### config.mk
export PLATFORM = sky130hd
export DESIGN_NAME = melody_sequencer
export DESIGN_NICKNAME = d
export VERILOG_FILES = /design/src/rtl/melody_pkg.sv /design/src/rtl/melody_tick.sv /design/src/rtl/melody_sequencer.sv
export SDC_FILE = /design/constraint.sdc
export NUM_CORES = 1
export LEC_CHECK = 0
export CORE_MARGIN = 2
export CORE_UTILIZATION = 40
export CTS_CLUSTER_DIAMETER = 30
export CTS_CLUSTER_SIZE = 16
export DETAILED_ROUTE_END_ITERATION = 12
export SLEW_MARGIN = 10
export SYNTH_ARGS = -nofsm -noshare
export SYNTH_HDL_FRONTEND = slang
export SYNTH_HIERARCHICAL = 1
export SYNTH_SLANG_ARGS = --single-unit
export TNS_END_PERCENT = 50
### constraint.sdc
create_clock -name clk -period 4.4 [get_ports clk]
set_input_delay 0.44 -clock clk [delete_from_list [all_inputs] [get_ports clk]]
set_output_delay 0.44 -clock clk [all_outputs]
set_load 0.05 [all_outputs]
### src/rtl/melody_pkg.sv
// Pitch codes, the clkgen divider table and the FSM encoding shared by the
// melody sequencer and its bench-facing users.
package melody_pkg;

  localparam int unsigned PITCH_A     = 0;
  localparam int unsigned PITCH_DHIGH = 1;
  localparam int unsigned PITCH_C     = 2;
  localparam int unsigned PITCH_B     = 3;
  localparam int unsigned PITCH_G     = 4;
  localparam int unsigned PITCH_FIS   = 5;
  localparam int unsigned PITCH_E     = 6;
  localparam int unsigned PITCH_D     = 7;
  // All-ones code of the default 4-bit pitch field; every code above 7 is silent.
  localparam int unsigned PITCH_REST  = 15;

  typedef enum logic [1:0] {
    ST_IDLE,
    ST_FETCH,
    ST_PLAY,
    ST_GAP
  } state_t;

  function automatic int unsigned pitch_to_div(input int unsigned code);
    case (code)
      PITCH_A:     return 18;
      PITCH_DHIGH: return 13;
      PITCH_C:     return 15;
      PITCH_B:     return 16;
      PITCH_G:     return 20;
      PITCH_FIS:   return 21;
      PITCH_E:     return 24;
      PITCH_D:     return 27;
      default:     return 0;
    endcase
  endfunction

endpackage

### src/rtl/melody_tick.sv
// Sample-tick prescaler: one-cycle tick every TICK_DIV clocks, restartable
// from zero through a synchronous clear so each note starts on a fresh tick.
module melody_tick #(
  parameter int TICK_DIV = 125
) (
  input  logic clk,
  input  logic rst,
  input  logic clr,
  output logic tick
);

  localparam int CW = (TICK_DIV > 1) ? $clog2(TICK_DIV) : 1;

  logic [CW-1:0] count_reg;

  assign tick = !clr && (count_reg == CW'(TICK_DIV - 1));

  always_ff @(posedge clk or posedge rst) begin
    if (rst) begin
      count_reg <= '0;
    end else if (clr || tick) begin
      count_reg <= '0;
    end else begin
      count_reg <= count_reg + CW'(1);
    end
  end

endmodule

### src/rtl/melody_sequencer.sv
// Programmable melody player: steps through a RAM of (pitch, duration) slots
// and drives the sine clkgen divider plus a tone enable for the DAC pair.
module melody_sequencer
  import melody_pkg::*;
#(
  parameter int DEPTH     = 32,
  parameter int PITCH_W   = 4,
  parameter int DUR_W     = 13,
  parameter int DIV_W     = 5,
  parameter int TICK_DIV  = 125,
  parameter int GAP_TICKS = 200
) (
  input  logic                       clk,
  input  logic                       reset,
  input  logic                       start,
  input  logic                       stop,
  input  logic                       loop_en,
  input  logic [$clog2(DEPTH):0]     len,
  input  logic                       wr_en,
  input  logic [$clog2(DEPTH)-1:0]   wr_addr,
  input  logic [PITCH_W-1:0]         wr_pitch,
  input  logic [DUR_W-1:0]           wr_dur,
  output logic [DIV_W-1:0]           div_out,
  output logic                       tone_on,
  output logic [$clog2(DEPTH)-1:0]   note_idx,
  output logic                       busy,
  output logic                       done
);

  localparam int AW = $clog2(DEPTH);
  localparam int LW = AW + 1;
  localparam int RW = PITCH_W + DUR_W;
  localparam logic [DUR_W-1:0] GAP_D = DUR_W'(GAP_TICKS);

  logic [RW-1:0]      ram [DEPTH];
  logic [RW-1:0]      rd_data;
  state_t             state_reg, state_next;
  logic [AW-1:0]      note_idx_reg, note_idx_next;
  logic [DUR_W-1:0]   dur_reg, dur_cnt_reg, cnt_inc;
  logic [DIV_W-1:0]   div_reg;
  logic               done_reg, done_next;
  logic               end_of_note, last_note, run, tick;
  logic [PITCH_W-1:0] fetch_pitch;
  logic [DUR_W-1:0]   fetch_dur;

  assign fetch_pitch = rd_data[RW-1:DUR_W];
  assign fetch_dur   = rd_data[DUR_W-1:0];
  assign run         = (state_reg == ST_PLAY) || (state_reg == ST_GAP);
  assign cnt_inc     = dur_cnt_reg + DUR_W'(1);
  assign last_note   = (LW'(note_idx_reg) + LW'(1)) >= len;

  melody_tick #(.TICK_DIV(TICK_DIV)) u_tick (
    .clk  (clk),
    .rst  (reset),
    .clr  (!run),
    .tick (tick)
  );

  // The read address follows the next slot index, so the slot is already
  // sitting in rd_data during the FETCH cycle.
  always_ff @(posedge clk) begin
    if (wr_en && (state_reg == ST_IDLE)) begin
      ram[wr_addr] <= {wr_pitch, wr_dur};
    end
    rd_data <= ram[note_idx_next];
  end

  always_comb begin
    state_next    = state_reg;
    note_idx_next = note_idx_reg;
    done_next     = 1'b0;
    end_of_note   = 1'b0;
    case (state_reg)
      ST_IDLE: begin
        if (start && !stop) begin
          if (len == '0) begin
            done_next = 1'b1;
          end else begin
            state_next    = ST_FETCH;
            note_idx_next = '0;
          end
        end
      end
      ST_FETCH: begin
        if (fetch_dur == '0) begin
          end_of_note = 1'b1;
        end else if (fetch_dur <= GAP_D) begin
          state_next = ST_GAP;
        end else begin
          state_next = ST_PLAY;
        end
      end
      ST_PLAY: begin
        // Reaching the full duration here only happens with a zero gap.
        if (tick) begin
          if (cnt_inc == dur_reg) begin
            end_of_note = 1'b1;
          end else if (cnt_inc == dur_reg - GAP_D) begin
            state_next = ST_GAP;
          end
        end
      end
      ST_GAP: begin
        if (tick && (cnt_inc == dur_reg)) begin
          end_of_note = 1'b1;
        end
      end
      default: state_next = ST_IDLE;
    endcase

    if (end_of_note) begin
      if (!last_note) begin
        note_idx_next = note_idx_reg + AW'(1);
        state_next    = ST_FETCH;
      end else if (loop_en) begin
        note_idx_next = '0;
        state_next    = ST_FETCH;
      end else begin
        note_idx_next = '0;
        state_next    = ST_IDLE;
        done_next     = 1'b1;
      end
    end

    if (stop && (state_reg != ST_IDLE)) begin
      state_next    = ST_IDLE;
      note_idx_next = '0;
      done_next     = 1'b0;
    end
  end

  always_ff @(posedge clk or posedge reset) begin
    if (reset) begin
      state_reg    <= ST_IDLE;
      note_idx_reg <= '0;
      done_reg     <= 1'b0;
      dur_reg      <= '0;
      dur_cnt_reg  <= '0;
      div_reg      <= '0;
    end else begin
      state_reg    <= state_next;
      note_idx_reg <= note_idx_next;
      done_reg     <= done_next;
      if (state_reg == ST_FETCH) begin
        dur_reg     <= fetch_dur;
        dur_cnt_reg <= '0;
      end else if (tick) begin
        dur_cnt_reg <= cnt_inc;
      end
      // div_out only changes on entry to PLAY; FETCH and GAP keep the last value.
      if (state_next == ST_IDLE) begin
        div_reg <= '0;
      end else if ((state_reg == ST_FETCH) && (state_next == ST_PLAY)) begin
        div_reg <= DIV_W'(pitch_to_div(32'(fetch_pitch)));
      end
    end
  end

  assign div_out  = div_reg;
  assign tone_on  = (state_reg == ST_PLAY) && (div_reg != '0);
  assign note_idx = note_idx_reg;
  assign busy     = (state_reg != ST_IDLE);
  assign done     = done_reg;

endmodule

==> flow_summary.json, run 1 <==
{
  "antenna_cells": 0,
  "crit_top_cell": "buf_4",
  "place_hpwl_um": 47050,
  "critPathBufInv": 5,
  "core_um2": 65750,
  "synth.distinct_cells": 75,
  "die_x_um": 261.6,
  "cts.clk_slew.worst_paths_ns": 0.04,
  "ys.flop_type": "edfxtp_1",
  "hold_ws_ns": 0.01440,
  "fin_crit_sh_pct": 96.97,
  "post_dp_cell_area_um2": 28750,
  "initialDrtViolationCount": 2477,
  "timing.fmax_mhz": 234.4,
  "hold_buffers": 0,
  "cp_num_cells": 18,
  "maxSlewHeadroom_pct": 37.38,
  "final.fill_count": 5432,
  "synth.avg_cell_area_um2": 13.37,
  "synthesis.nets": 2033,
  "critPathKind": "register to register",
  "p_leak_nw": 11.77,
  "final_util_pct": 51.59,
  "final_area_um2": 33920,
  "skew_ns": 0.02933,
  "via_per_inst": 6.036,
  "crit_chain": "inv_1 > ha_1 > nand3_2 > nor3_2 > and4_4 > nand4b_1 > a211o_1 > or4_4 > buf_6 > buf_4 > a2111o_1 > a21oi_4 > buf_4 > buf_12 > o221ai_1 > o2111ai_1 > a22oi_2 > o31a_1",
  "ff2ff_path_depth": 18,
  "die_h_um": 261.6,
  "io_pins": 47,
  "cts_made_buffers": 130,
  "synthXorXnorAreaFrac_pct": 1.424,
  "power_frac_comb_pct": 4.2,
  "swShare_pct": 22.10,
  "mostFrequentLayoutCell": "edfxtp_1",
  "crit_path_end": "rd_data[13]",
  "drt_pass1_iterations": 5,
  "r2r-end": "rd_data[13]",
  "clockBufferDepth": 3,
  "place_ws_ns": -0.2814,
  "port_buffers": 46,
  "die_area_um2": 68430,
  "top_regs": "ram: 544 flops, rd_data: 17 flops",
  "syn_area_um2": 26540,
  "grt_pass1_vias": 18630,
  "postRouteAntennaNets": 0,
  "grt_pass1_wl_um": 120200,
  "grt_antenna_before_repair": 2,
  "finalCriticalPeriod_ns": 4.267,
  "setup_ws_ns": 0.1335,
  "yosysSeqAreaShare_pct": 67.17,
  "final_cell_count_no_fill": 3141,
  "max-vdd-ir-drop_mv": 0.2908,
  "cap_violations": 0,
  "drive_above_1_share_pct": 22.31,
  "vias": 18960,
  "globalplace.congestion": 0.8627,
  "status": "finished, final reports clean",
  "drcViolationCount": 0,
  "cts_sinks": 607,
  "required_ns": 4.99,
  "power.density_cell_area_nw_per_um2": 506.5,
  "p_int_mw": 13.38,
  "fin_tns_setup_ns": 0,
  "synth-compound-area-share_pct": 12.84,
  "p_seq_share_pct": 37.6,
  "cts_max_level": 4,
  "largest-register": "ram",
  "ys_ff_latch": 607,
  "synth_edf_count": 544,
  "syn_to_final_growth_pct": 27.78,
  "crit_fanout": 17,
  "max_slew.worst_pin.slew_ns": 0.9364,
  "synth-simple-area-share_pct": 10.06,
  "rrSetupSlack_ns": 0.13,
  "rows": 94,
  "cp-end-kind": "register",
  "netSwitchingPower_mw": 3.797,
  "synth_top_family_by_area": "compound AO/OA/AOI/OAI gates",
  "cp-start-kind": "register",
  "root_buffer": "clkbuf_16",
  "synthArstFlopShare_pct": 7.578,
  "synthAdderAreaFrac_pct": 0.6600,
  "hp-class": "primary input to async pin",
  "final_nets": 2218,
  "grt-ovfl-total": 0,
  "critPathLaunch": "u_tick/count_reg[1]",
  "initial_utilization_pct": 40.37,
  "clk_latency_ns": 0.71,
  "hold_violations": 0,
  "setup_viol": 0,
  "yosys_warnings": 6,
  "crit_family": "compound AO/OA/AOI/OAI gates",
  "cts_tree": "yes",
  "clkPwrFrac_pct": 58.1,
  "slowest_delay_ns": 0.57,
  "avgRoutedWirePerCell_um": 26.33,
  "cpMaxStageDelayCell": "or4_4",
  "slew_violations": 0,
  "final_cell_mix": "edfxtp_1, nand2_1, clkbuf_16",
  "cp.arrival_ns": 4.85,
  "track_usage_pct": 23.84,
  "largest_reg_flops": 544,
  "detail_route.wirelength_um": 82700,
  "grt_max_degree": 86,
  "r2r_start": "u_tick/count_reg[1]",
  "netlist_instances": 1985,
  "dp.cells": 2872,
  "synth.mux.area_fraction_pct": 4.229,
  "finalPower_mw": 17.18
}
kinds of logic after synthesis:
family,count (synthesis)
DFF,607
and+or+nand+nor,548
AOI/OAI and AO/OA,441
buffers and inverters,233
muxes,102
xor gates and xnor gates,40
adders and majority gates,14
power by group through the flow:
stage               clock, mW  sequential, mW  combinational [mW]
CTS                      10.1            6.47               0.717
finish                   9.98            6.47               0.729
global placement            0            6.56               0.691
global route             10.4            6.48               0.791
detailed placement          0            6.57               0.712
floorplan                   0            6.54               0.423
cells in the mapped netlist, types with 14 or more instances:
cell type	count	area share, %
nor3_1	40	0.75
nor2_1	69	0.98
o21ai_0	21	0.40
nand2_1	173	2.4
a221oi_1	18	0.59
inv_1	78	1.1
a21oi_1	68	1.3
nor4_1	23	0.54
edfxtp_1	544	62
mux2_2	63	2.7
mux2_1	18	0.76
dfrtp_1	46	4.3
a211oi_1	39	1.1
buf_2	34	0.64
xnor2_1	19	0.63
mux2i_1	21	0.79
xor2_1	19	0.63
o31a_1	18	0.59
o221ai_1	35	1.2
ha_1	14	0.66
o311ai_0	18	0.59
o22ai_1	18	0.42
a22oi_1	53	1.5
o2111a_1	17	0.72
o2111ai_1	102	3.4
dfxtp_1	17	1.3
clkbuf_1	102	1.4
nand3_1	135	2.5
and3_1	38	0.90
worst min path at each step:
| stage | startpoint | end | slack (ns) |
|---|---|---|---|
| finish | reset | u_tick/count_reg[5] | 0.01 |
| global route | reset | u_tick/count_reg[4] | 0.04 |
| CTS | reset | u_tick/count_reg[6] | 0.002 |
| detailed placement | u_tick/count_reg[5] | u_tick/count_reg[5] | 0.50 |
| global placement | u_tick/count_reg[5] | u_tick/count_reg[5] | 0.50 |
| floorplan | reset | u_tick/count_reg[0] | 0.24 |
timing repair:
item | in CTS | in global routing
resized for setup | 8 | 51
gates cloned | 0 | 6
setup endpoints to repair | 5 | 16
setup buffers | 0 | 24
pin swaps | 0 | 20
endpoints found under the hold margin | 0 | 0
routing by layer:
metal | vias to the layer above | part of all wire [%] | GRT usage (%)
li1 | 8241 | - | -
met1 | 9492 | 41 | 31.77
met2 | 1064 | 47 | 37.61
met3 | 161 | 9.5 | 5.739
met4 | 2 | 3.1 | 9.485
met5 | - | 0.016 | 0
layout make-up:
type	instances	area [um2]	share of cell area (%)
Multi-Input combinational cell	1145	8107	23.90
Sequential cell	607	17830	52.56
Inverter	79	301.5	0.8891
Clock inverter	85	1096	3.232
Clock buffer	154	3458	10.20
Timing Repair Buffer	207	2046	6.032
Tap cell	864	1081	3.187
No activity file was read; power rests on OpenSTA's default activity.
==> inputs of run 2 (changes only) <==
--- a/config.mk
+++ b/config.mk
@@ -5,6 +5,7 @@
 export SDC_FILE = /design/constraint.sdc
 export NUM_CORES = 1
 export LEC_CHECK = 0
+export CAP_MARGIN = 25
 export CORE_MARGIN = 2
 export CORE_UTILIZATION = 40
 export CTS_CLUSTER_DIAMETER = 30
==> results of run 2 <==
Final layout, timing and power as in run 1 (identical DEF).
